$ cat src/rtl/fp_result_buffer.sv
// fp_result_buffer: FIFO for floating-point adder results with exception flags; FP_RESULT_STICKY_FLAGS_EN adds sticky flags.
module fp_result_buffer #(
  parameter int EXP_WIDTH      = 8,
  parameter int MANTISSA_WIDTH = 23,
  parameter int DEPTH          = 4,
  localparam int W             = EXP_WIDTH + MANTISSA_WIDTH + 1,
  localparam int AW            = $clog2(DEPTH),
  localparam int CW            = AW + 1
) (
  input  logic          clk_in,
  input  logic          rst_in,
  input  logic [W-1:0]  fpa_in,
  input  logic          overflow_in,
  input  logic          underflow_in,
  input  logic          valid_in,
  output logic          ready_out,
  output logic [W-1:0]  result_out,
  output logic          result_overflow_out,
  output logic          result_underflow_out,
  output logic          valid_out,
  input  logic          ready_in,
  output logic [CW-1:0] count_out,
  input  logic          clear_flags_in,
  output logic          sticky_overflow_out,
  output logic          sticky_underflow_out
);
  logic [W+1:0]  mem [DEPTH];
  logic [AW-1:0] wr_ptr, rd_ptr;
  logic [CW-1:0] count;
  logic          push, pop;
  logic [W+1:0]  head;
  assign ready_out = count != CW'(DEPTH);
  assign valid_out = count != '0;
  assign push      = valid_in && ready_out;
  assign pop       = valid_out && ready_in;
  assign count_out = count;
  // Head fields are masked so an empty buffer presents an all-zero word.
  assign head                 = valid_out ? mem[rd_ptr] : '0;
  assign result_out           = head[W-1:0];
  assign result_overflow_out  = head[W];
  assign result_underflow_out = head[W+1];
  always_ff @(posedge clk_in)
    if (push) mem[wr_ptr] <= {underflow_in, overflow_in, fpa_in};
  always_ff @(posedge clk_in) begin
    if (rst_in) begin
      wr_ptr <= '0;
      rd_ptr <= '0;
      count  <= '0;
    end else begin
      wr_ptr <= push ? wr_ptr + 1'b1 : wr_ptr;
      rd_ptr <= pop ? rd_ptr + 1'b1 : rd_ptr;
      count  <= count + CW'(push) - CW'(pop);
    end
  end
`ifdef FP_RESULT_STICKY_FLAGS_EN
  logic sticky_ov, sticky_uf;
  // A flag set by this cycle's push overrides a coincident clear.
  always_ff @(posedge clk_in) begin
    if (rst_in) begin
      sticky_ov <= 1'b0;
      sticky_uf <= 1'b0;
    end else begin
      sticky_ov <= (push && overflow_in) || (sticky_ov && !clear_flags_in);
      sticky_uf <= (push && underflow_in) || (sticky_uf && !clear_flags_in);
    end
  end
  assign sticky_overflow_out  = sticky_ov;
  assign sticky_underflow_out = sticky_uf;
`else
  logic unused_clear;
  assign unused_clear         = clear_flags_in;
  assign sticky_overflow_out  = 1'b0;
  assign sticky_underflow_out = 1'b0;
`endif
endmodule

$ cat config.mk
export PLATFORM = sky130hd
export DESIGN_NAME = fp_result_buffer
export DESIGN_NICKNAME = d
export VERILOG_FILES = /design/src/rtl/fp_result_buffer.sv
export SDC_FILE = /design/constraint.sdc
export NUM_CORES = 1
export LEC_CHECK = 0
export BUFFER_PORTS_ARGS = -buffer_cell sky130_fd_sc_hd__buf_2
export CAP_MARGIN = 10
export CORE_AREA = 4 4 105 107
export CTS_CLUSTER_SIZE = 14
export DETAILED_ROUTE_END_ITERATION = 10
export DIE_AREA = 0 0 109 111
export PLACE_DENSITY = 0.79
export SLEW_MARGIN = 5
export SYNTH_ARGS = -nofsm -noshare
export SYNTH_HDL_FRONTEND = slang
export SYNTH_SLANG_ARGS = --single-unit
$ cat constraint.sdc
create_clock -name clk_in -period 3.74 [get_ports clk_in]
set_clock_uncertainty 0.15 [all_clocks]
set_input_delay 1.122 -clock clk_in [delete_from_list [all_inputs] [get_ports clk_in]]
set_output_delay 1.122 -clock clk_in [all_outputs]
set_load 0.05 [all_outputs]
# ---- Word-level counts from Yosys, hierarchy flattened
# Memories as Yosys holds them, arrays and structs flattened. A register that Yosys moved wholly into a read port is not among the register bits.
# Index checks and enable logic that the tools add are counted.
dict set report classes {
  addsub 4
  n_eq_ne 1
  muxes 5
  n_reduce_logical 3
}
# op n
set ops {}
lappend ops {{$mux W34} 1}
lappend ops {{$add A2 B1 Y2 const B} 2}
lappend ops {{$mux W2} 2}
lappend ops {{$add A3 B1 Y3} 1}
lappend ops {{$ne A3 B3 Y1 const B} 1}
lappend ops {{$reduce_bool A3 Y1} 1}
lappend ops {{$sub A3 B1 Y3} 1}
lappend ops {{$logic_and A1 B1 Y1} 2}
lappend ops {{$mux W1} 2}
dict set report word_totals {
  ff_bits 7
  mem_bits_rw 136
  output_inout_bits 41
  elab_cells 17
  memories 1
}
# memory depth word_bits read_ports rd_ports_with_merged_regs write_ports line
set mem_list {}
lappend mem_list {mem 4 34 1 1 1 27} ;# logic [W+1:0] mem [DEPTH];

# ---- Depth between registers and ports, before layout
# Gate-level depths: netlist (run 1).
dict set report depth {
  ltp_word 4
  depth_mapped 11
  mapped_depth_nobuf 11
}

# ---- Worst setup path after synthesis (run 1)
# OpenSTA, ideal clock, no wires.
dict set report synth_path {
  path_kind {reg-to-output}
  start {register count[1] (netlist: count_out[1])}
  end {output port result_out[24]}
  t_arrival_ns 1.850
  required_time_ns 2.468
  setup_slack_ns 0.618
  path_stages_with_launch 4
  path_cell_list {dfxtp_1 -> nor3_4 -> clkbuf_1 -> nor2b_1}
}
dict set report synth_via {
  elab_chain_cells 2
}
# item line
set synth_rtl {}
lappend synth_rtl {{start: declaration} 29} ;# logic [CW-1:0] count;
lappend synth_rtl {{start signal: assignment} 52} ;# count <= count + CW'(push) - CW'(pop);
lappend synth_rtl {{$reduce_bool A3 Y1} 33} ;# assign valid_out = count != '0;
lappend synth_rtl {{$mux W34} 38} ;# assign head = valid_out ? mem[rd_ptr] : '0;
lappend synth_rtl {{end: declaration} 17} ;# output logic [W-1:0] result_out,
# Every way passes these cells.

==> results of run 1 <==
-- cell type report --
class / count / area, µm² / share of cell area [%]
well taps: 136 / 170 / 2.52
inverters: 7 / 26.3 / 0.389
multi-input cells: 105 / 1270 / 18.8
clock inverters: 13 / 98.8 / 1.46
flip-flops and latches: 145 / 4270 / 63.1
clock buffers: 17 / 414 / 6.12
repair buffers: 89 / 515 / 7.62
-- sequential cells by signal, indices dropped and copies added, names as in the netlist, named ones only --
name / count
wr_ptr: 2
mem: 136
rd_ptr: 2
count_out: 3
-- cells in the mapped netlist (all sizes together) --
cell,instances
nor3,2
and2,5
fa,1
buf,9
mux2,1
ha,6
nor2,7
conb,1
xor2,2
o21ai,1
or3,1
nor2b,33
mux2i,1
a21oi,1
inv,7
mux4,34
nand2b,2
clkbuf,5
dfxtp,9
edfxtp,136
o31ai,1
nand2,2
and2b,2
a21boi,1
-- through the flow --
step                      hold WS, ps  total power (µW)  area (µm²)  std cells
after floorplan                   309              3960        5670        271
after global placement            310              4470        6250        482
after detailed placement          335              4520        6250        482
after CTS                         345              5970        6760        512
after global routing              411              6190        6760        512
final                             342              5900        6760        512
-- layer usage --
layer,part of all wire (%),GRT usage [%],vias to the layer above
met4,1.3,5.81,0
met3,5.5,5.94,12
met5,0,0,-
met2,53,29.8,86
met1,40,23.7,1422
li1,-,-,1250
-- worst min path at each step --
stage | to | slack [ps] | cells past startpoint
finish | flop | 340 | 2
global route | flop | 410 | 2
CTS | flop | 340 | 2
detailed placement | flop | 330 | 2
global placement | flop | 310 | 2
floorplan | flop | 310 | 2
-- power by group --
part	internal (µW)	leakage [µW]	switching [µW]
logic	710	0.000836	1620
clock network	859	0.000250	591
registers	2000	0.00132	122
total	3570	0.00241	2340
-- logic make-up after synthesis --
logic type	count (synthesis)	share of synthesized area [%]
flip-flops	145	75.3
XOR/XNOR	2	0.309
other	1	0.0662
AO/OA/AOI/OAI	4	0.442
buffers and inverters	21	2.43
multiplexers	36	14.0
adder cells (fa/ha/maj)	7	1.68
AND/OR/NAND/NOR	54	5.77
-- worst reg2reg max path, stage by stage (launching register included) --
cell      delay, ps
dfxtp_1         480
nor2_1          120
a21boi_1        160
buf_4           160
inv_1            50
ha_1            280
inv_1            60
ha_1            130
inv_1            50
fa_1            370
xor2_1          160
and2_1          160
nor3_1          110
==> run summary, run 1 <==
Ant. Diodes: 0
Starting DRT DRC Count: 162
Sequential area share after synthesis: 75.3%
R2R Path Start: count_out[1]$_SDFF_PP0_
CTS clk-pin slew, worst paths: 60 ps
Vias per cell: 5.41
Hpwl dp: 6220 µm
Total CTS buffers: 17
Fin worst setup slack: 164 ps
Yosys cell types: 29
WL per Instance: 19.7 µm
Worst path depth: 4
Reg2Reg Setup Slack: 1230 ps
Critical Path AT: 2300 ps
Most frequent cells in the layout: 136 x edfxtp_1, 76 x buf_2, 33 x nor2b_1
Final core occ: 66.7%
Worst Path Required: 2470 ps
Core Region: 0.0101 mm²
Status: finished, final reports clean
Post-route ant nets: 0
CTS Sinks: 145
Yosys top cell area share: 72.1%
Worst Hold Launch: rd_ptr[1]$_SDFFE_PP0P_
CTS H-tree lvls: 4
Io pins: 80
Top area cells in the synthesized netlist: edfxtp_1 72%, mux4_2 13%, nor2b_1 3.6%, dfxtp_1 3.2%, ha_1 1.3%
Syn. warnings: 0
Flops & latches, synth: 145
Max incr delay on CP: 610 ps
CP endpoint: result_out[16]
IR drop worst, VDD: 0.444 mV
PortBufs: 76
Final period util: 95.6%
Crit-path leading delay family: flip-flops
Maximum clock insertion buffer count: 2
CP Capture Type: primary output
Fraction of layout cells with a size suffix above 1: 41.8%
Die area: 0.0121 mm²
Pre-antenna DRT Iters: 4
PD cells: 873 mW/mm²
Final net count: 411
Post-CTS Setup Inserts: 0
Vias in the first global route: 2865
RD Place Congestion: 0.711
Cell taking the most area after synthesis: edfxtp_1
DRC viols: 0
Total of max-cap violations: 0
Die Y: 111 µm
Pre-CTS WS: 616 ps
Commonest non-fill, non-tap cell in the layout: edfxtp_1
Initial Util: 55.9%
Clock Latency Late Sink: 510 ps
Slew @ Worst Pin: 569 ps
RSZ-0062 raised after global routing: no
Slew Limit Headroom: 62.1%
Vias: 2770
Leak: 0.00241 µW
Cell count after synthesis: 270
Worst r2r path cells: 12
Cts hold-fix bufs: 0
Std-Cell Rows: 37
Die X: 109 µm
Fmax: 0.280 GHz
CTS tree: done
CP Cell Sequence: buf_12, mux4_2, nor2b_1, buf_2
Minimum clock period: 3580 ps
WP buf/inv: 2
Synthesized area per cell: 21.0 µm²
Total track usage: 18.4%
Startpoint type of the worst setup path: flop
Root Buffer: clkbuf_8
Critical Path Fanout Max: 15
# resized after CTS: 0
Hold Vio Cnt, Final: 0
Setup tns final: 0 ps
Worst reg2reg path endpoint: count_out[2]$_SDFF_PP0_
Fillers: 662
First-pass GRT wire length: 16000 µm
DRT Wirelength: 10100 µm
Initial antenna violation count: 0
CP Class: flop to primary output
Critical-path cell with the highest stage delay: dfxtp_2
Max-slew violations: 0
Mapped Area: 0.00566 mm²
Setup Viol. Count Final: 0
Grt ovf: 0
Worst min path class: flop to flop
Area Growth Syn to Fin: 19.4%
Pin count of the biggest net entering global routing: 38
Power figures use the tool's default switching activity.
==> run 2: changes to the inputs <==
Settings changed: ABC_AREA set to 1, BUFFER_PORTS_ARGS -buffer_cell sky130_fd_sc_hd__buf_2 to -buffer_cell sky130_fd_sc_hd__clkbuf_2, CORE_AREA 4 4 105 107 to 4 4 110 112, DIE_AREA 0 0 109 111 to 0 0 114 116.
==> run summary, run 2 <==
Most frequent cells in the layout: 151 x inv_1, 147 x nand2_1, 136 x edfxtp_1 (was 136 x edfxtp_1, 76 x buf_2, 33 x nor2b_1)
PortBufs: 76 (unchanged)
CTS Sinks: 145 (unchanged)
Setup tns final: 0 ps (unchanged)
Ant. Diodes: 0 (unchanged)
Clock power frac: 25.7% (was 24.6%)
Max-slew violations: 0 (unchanged)
Final net count: 732 (was 411)
Total track usage: 20.4% (was 18.4%)
Area Growth Syn to Fin: 17.6% (was 19.4%)
Final core occ: 65.8% (was 66.7%)
Vias in the first global route: 4347 (was 2865)
Std-Cell Rows: 39 (was 37)
Number of flip-flops in the largest register: 136 (unchanged)
Mapped Area: 0.00628 mm² (was 0.00566 mm²)
CTS clk-pin slew, worst paths: 60 ps (about the same)
Initial antenna violation count: 0 (unchanged)
DRT Wirelength: 12800 µm (was 10100 µm)
Leak: 0.00337 µW (was 0.00241 µW)
Die X: 114 µm (was 109 µm)
Clock Latency Late Sink: 420 ps (was 510 ps)
Minimum clock period: 3320 ps (was 3580 ps)
CTS tree: done (unchanged)
Pre-antenna DRT Iters: 5 (was 4)
Sw Share: 43.2% (was 39.6%)
Most frequent cell after synthesis: inv_1 (was edfxtp_1)
Critical-path cell with the highest stage delay: dfxtp_1 (was dfxtp_2)
RD Place Congestion: 0.724 (was 0.711)
Vias: 4322 (was 2770)
Vias per cell: 5.13 (was 5.41)
IR drop worst, VDD: 0.497 mV (was 0.444 mV)
Post-route ant nets: 0 (unchanged)
# resized after CTS: 0 (unchanged)
FFs w/ async S/R, synth: 0% (unchanged)
CTS H-tree lvls: 4 (unchanged)
Cell taking the most area after synthesis: edfxtp_1 (unchanged)
EDFF count, synth: 136 (unchanged)
Total of max-cap violations: 0 (unchanged)
Setup Viol. Count Final: 0 (unchanged)
Root Buffer: clkbuf_16 (was clkbuf_8)
Sw Pwr: 2600 µW (was 2340 µW)
Initial Util: 56.0% (was 55.9%)
Startpoint type of the worst setup path: flop (unchanged)
Syn. warnings: 0 (unchanged)
Critical Path Fanout Max: 18 (was 15)
DRC viols: 0 (unchanged)
Fraction of layout cells with a size suffix above 1: 17.9% (was 41.8%)
CP Class: flop to primary output (unchanged)
Slew @ Worst Pin: 734 ps (was 569 ps)
Critical Path AT: 2050 ps (was 2300 ps)
Flops & latches, synth: 145 (unchanged)
Final period util: 88.8% (was 95.6%)
Sequential area share after synthesis: 67.9% (was 75.3%)
Synthesized area per cell: 10.3 µm² (was 21.0 µm²)
Maximum clock insertion buffer count: 2 (unchanged)
Biggest register: mem (unchanged)
Core Region: 0.0112 mm² (was 0.0101 mm²)
Hold Vio Cnt, Final: 0 (unchanged)
Commonest non-fill, non-tap cell in the layout: inv_1 (was edfxtp_1)
Main synth FF type: edfxtp_1 (unchanged)
CP Cell Sequence: nor2_1, nand2_2, inv_2, buf_12, a21oi_1, clkbuf_2 (was buf_12, mux4_2, nor2b_1, buf_2)
Sequential share of power: 34.0% (was 35.9%)
Comb power frac: 40.3% (was 39.5%)
Post-CTS Setup Inserts: 0 (unchanged)
WL per Instance: 15.2 µm (was 19.7 µm)
Die area: 0.0132 mm² (was 0.0121 mm²)
Cell Int Power: 3410 µW (was 3570 µW)
Fmax: 0.301 GHz (was 0.280 GHz)
Pin count of the biggest net entering global routing: 49 (was 38)
Worst Path Required: 2470 ps (about the same)
RSZ-0062 raised after global routing: no (unchanged)
Top area cells in the synthesized netlist: edfxtp_1 65%, inv_1 9.0%, nand2_1 8.8%, nand3_1 5.7%, a21oi_1 3.0% (was edfxtp_1 72%, mux4_2 13%, nor2b_1 3.6%, dfxtp_1 3.2%, ha_1 1.3%)
Slew Limit Headroom: 51.1% (was 62.1%)
Io pins: 80 (unchanged)
CP Capture Type: primary output (unchanged)
Yosys top cell area share: 65.0% (was 72.1%)
Worst min path class: flop to flop (unchanged)
Cell count after synthesis: 607 (was 270)
Status: finished, final reports clean (unchanged)
Yosys cell types: 17 (was 29)
Grt ovf: 0 (unchanged)
Post-synth top cells: 151 x inv_1, 147 x nand2_1, 136 x edfxtp_1 (was 136 x edfxtp_1, 33 x nor2b_1, 32 x mux4_2)
Starting DRT DRC Count: 276 (was 162)
Total CTS buffers: 17 (unchanged)
Cts hold-fix bufs: 0 (unchanged)
Die Y: 116 µm (was 111 µm)
Max incr delay on CP: 420 ps (was 610 ps)
PD cells: 813 mW/mm² (was 873 mW/mm²)
Hpwl dp: 7430 µm (was 6220 µm)
First-pass GRT wire length: 20300 µm (was 16000 µm)
## run 2: cell count changes after synthesis, sizes merged, moves of 5 or more
cell and change:
inv +147, nand2 +146, nand3 +71, a21oi +37, mux4 -34, nor2b -33, buf +18, nor2 +7
and2 -5, clkbuf -5
## run 2: layout make-up
class | instances | area [µm²]
Inverter | 154 | 578
Fill cell | 805 | 3830
Multi-Input combinational cell | 282 | 1300
Timing Repair Buffer | 86 | 518
Tap cell | 143 | 179
Sequential cell | 145 | 4270
Clock inverter | 13 | 113
Clock buffer | 19 | 433
## run 2: power groups by stage
stage	combinational, µW	clock (µW)	sequential (µW)
after CTS	2430	1560	2040
after global routing	2590	1630	2060
after detailed placement	2410	0	2070
after floorplan	1760	0	2120
after global placement	2370	0	2060
final	2420	1550	2040
## run 2: per-stage QoR
stage | power (µW) | setup WS [ps] | hold WS, ps | instance area [µm²] | cells
final | 6010 | 419 | 352 | 7390 | 842
after global routing | 6270 | 320 | 389 | 7390 | 842
after CTS | 6040 | 404 | 348 | 7390 | 842
after detailed placement | 4490 | 752 | 335 | 6840 | 810
after global placement | 4430 | 774 | 313 | 6840 | 810
after floorplan | 3880 | 165 | 298 | 6280 | 608
## run 2: kinds of logic (layout without fill, tap and decap cells)
| group | Yosys count | after routing | synth area share, % |
|---|---|---|---|
| flip-flops | 145 | 145 | 67.9 |
| other | 1 | 2 | 0.0597 |
| buffers and inverters | 181 | 272 | 11.9 |
| AND/OR/NAND/NOR | 233 | 233 | 15.4 |
| adder cells (fa/ha/maj) | 7 | 7 | 1.51 |
| AO/OA/AOI/OAI | 40 | 40 | 3.23 |
## run 2: critical path, delay by kind of cell, from the launching register on
family | cells | cell delay (ps)
AND/OR/NAND/NOR | 2 | 240
buffers and inverters | 3 | 750
AO/OA/AOI/OAI | 1 | 210
flip-flops | 1 | 420
## run 2: layer usage
metal / vias up / track usage, % / share of wire (%)
li1: 2070 / - / -
met1: 2044 / 23.0 / 39
met2: 183 / 36.5 / 52
met3: 25 / 4.96 / 7.0
met4: 0 / 9.74 / 2.2
met5: - / 0 / 0
## run 2: final timing paths
check	from	endpoint	slack [ps]	cells after the start
worst max-delay path	count_out[1]$_SDFF_PP0_	result_out[13]	420	6
worst min register to register	rd_ptr[0]$_SDFFE_PP0P_	rd_ptr[0]$_SDFFE_PP0P_	350	2
worst min-delay path	rd_ptr[0]$_SDFFE_PP0P_	rd_ptr[0]$_SDFFE_PP0P_	350	2
worst max register to register	count_out[1]$_SDFF_PP0_	count_out[2]$_SDFF_PP0_	1050	12
==> run 3: changes to the inputs <==
Settings changed: ABC_AREA 1 to 0, CAP_MARGIN 10 to unset, CORE_AREA 4 4 110 112 to 4 4 105 107, DIE_AREA 0 0 114 116 to 0 0 109 111.
==> run summary, run 3 (synthesis gave the netlist of run 1 again) <==
Status: finished, final reports clean (unchanged)
CP Cell Sequence: buf_4, mux4_2, nor2b_1, clkbuf_2 (was nor2_1, nand2_2, inv_2, buf_12, a21oi_1, clkbuf_2)
RD Place Congestion: 0.707 (was 0.724)
Maximum clock insertion buffer count: 2 (unchanged)
IR drop worst, VDD: 0.561 mV (was 0.497 mV)
Total CTS buffers: 17 (unchanged)
# resized after CTS: 0 (unchanged)
Most frequent cells in the layout: 136 x edfxtp_1, 76 x clkbuf_2, 33 x nor2b_1 (was 151 x inv_1, 147 x nand2_1, 136 x edfxtp_1)
Critical Path Fanout Max: 21 (was 18)
Clock Latency Late Sink: 510 ps (was 420 ps)
Final net count: 408 (was 732)
Leak: 0.00241 µW (was 0.00337 µW)
Initial antenna violation count: 0 (unchanged)
Setup Viol. Count Final: 0 (unchanged)
Register area: 0.00427 mm² (unchanged)
Final period util: 92.3% (was 88.8%)
Cell Area, Placed: 0.00625 mm² (was 0.00684 mm²)
RSZ-0062 raised after global routing: no (unchanged)
CTS Sinks: 145 (unchanged)
Ant. Diodes: 0 (unchanged)
Vias in the first global route: 3005 (was 4347)
Vias: 2690 (was 4322)
Fillers: 661 (was 805)
Total track usage: 17.5% (was 20.4%)
Hold Vio Cnt, Final: 0 (unchanged)
Biggest register: mem (unchanged)
Worst Path Required: 2470 ps (about the same)
Post-route ant nets: 0 (unchanged)
First-pass GRT wire length: 15500 µm (was 20300 µm)
PD cells: 881 mW/mm² (was 813 mW/mm²)
Root Buffer: clkbuf_8 (was clkbuf_16)
Die area: 0.0121 mm² (was 0.0132 mm²)
WL per Instance: 18.8 µm (was 15.2 µm)
Post-CTS Setup Inserts: 0 (unchanged)
Worst min path class: flop to flop (unchanged)
Critical-path cell with the highest stage delay: mux4_2 (was dfxtp_1)
Pre-antenna DRT Iters: 4 (was 5)
Minimum clock period: 3450 ps (was 3320 ps)
Total of max-cap violations: 0 (unchanged)
Total power: 6000 µW (was 6010 µW)
Die X: 109 µm (was 114 µm)
Pin count of the biggest net entering global routing: 22 (was 49)
Critical Path AT: 2180 ps (was 2050 ps)
Fmax: 0.290 GHz (was 0.301 GHz)
Crit-path leading delay family: buffers and inverters (unchanged)
Io pins: 80 (unchanged)
Core Region: 0.0101 mm² (was 0.0112 mm²)
CTS clk-pin slew, worst paths: 60 ps (about the same)
Multi-input logic area: 0.00127 mm² (was 0.00130 mm²)
Starting DRT DRC Count: 115 (was 276)
Initial Util: 55.9% (was 56.0%)
Setup tns final: 0 ps (unchanged)
CP Capture Type: primary output (unchanged)
Max-slew violations: 0 (unchanged)
Design Area, Final: 0.00681 mm² (was 0.00739 mm²)
Hpwl dp: 6060 µm (was 7430 µm)
CP Class: flop to primary output (unchanged)
Startpoint type of the worst setup path: flop (unchanged)
DRC viols: 0 (unchanged)
Area Growth Syn to Fin: 20.3% (was 17.6%)
PortBufs: 76 (unchanged)
Grt ovf: 0 (unchanged)
CTS tree: done (unchanged)
Vias per cell: 5.26 (was 5.13)
CTS H-tree lvls: 4 (unchanged)
Number of flip-flops in the largest register: 136 (unchanged)
Std-Cell Rows: 37 (was 39)
Max incr delay on CP: 550 ps (was 420 ps)
Die Y: 111 µm (was 116 µm)
Fraction of layout cells with a size suffix above 1: 41.3% (was 17.9%)
Cts hold-fix bufs: 0 (unchanged)
WP buf/inv: 2 (was 3)
DRT Wirelength: 9600 µm (was 12800 µm)
Commonest non-fill, non-tap cell in the layout: edfxtp_1 (was inv_1)
## run 3: cell types whose count changed in the layout (fill, tap and decap cells not counted), moves of 3 or more
cell        previous run  this run
inv_1                151         7
mux4_2                 0        32
clkinvlp_4             5         2
nor2_1                10         7
inv_2                  3         0
nor2_4                 4         0
nor2b_1                0        33
nand3_1               71         0
and2_2                 0         4
clkinv_4               1         4
a21oi_1               38         1
nand2_1              147         2
## run 3: worst paths after layout
kind	from	end	slack [ps]	depth (start not counted)
max reg2reg	count_out[1]$_SDFF_PP0_	count_out[2]$_SDFF_PP0_	1210	12
min	rd_ptr[1]$_SDFFE_PP0P_	flop	350	2
min reg2reg	rd_ptr[1]$_SDFFE_PP0P_	flop	350	2
max	flop	result_out[2]	290	4
## run 3: tightest hold or removal path, cell delays in order (launching register included)
cell and delay (ps):
dfxtp_1 310, o21ai_0 70, a21oi_1 70
## run 3: report_power, final
part | leakage (µW) | total [µW] | internal, µW | switching [µW]
logic | 0.000821 | 2350 | 697 | 1650
clock network | 0.000270 | 1570 | 944 | 622
registers | 0.00132 | 2090 | 2000 | 90.3
## run 3: area by class of cell
cell class,instances,share of cell area [%]
sequential,145,62.6
multi-input combinational,105,18.7
timing repair buffer,86,7.60
clock buffer,18,6.14
tap,136,2.50
clock inverter,14,2.08
inverter,7,0.386
## run 3: per-stage QoR
stage | instances | util (%) | worst slack, ps | hold WS [ps]
floorplan | 271 | - | 618 | 309
global placement | 479 | 61.7 | 669 | 319
detailed placement | 479 | 61.7 | 593 | 333
CTS | 511 | 67.2 | 229 | 345
global route | 511 | 67.2 | 141 | 398
finish | 511 | 67.2 | 290 | 349
## run 3: per-layer routing
layer  part of all wire (%)  global-route usage, %
met5                      0                      0
met4                    1.7                   6.82
met2                     55                   29.9
met3                    4.8                   4.66
met1                     39                   20.9
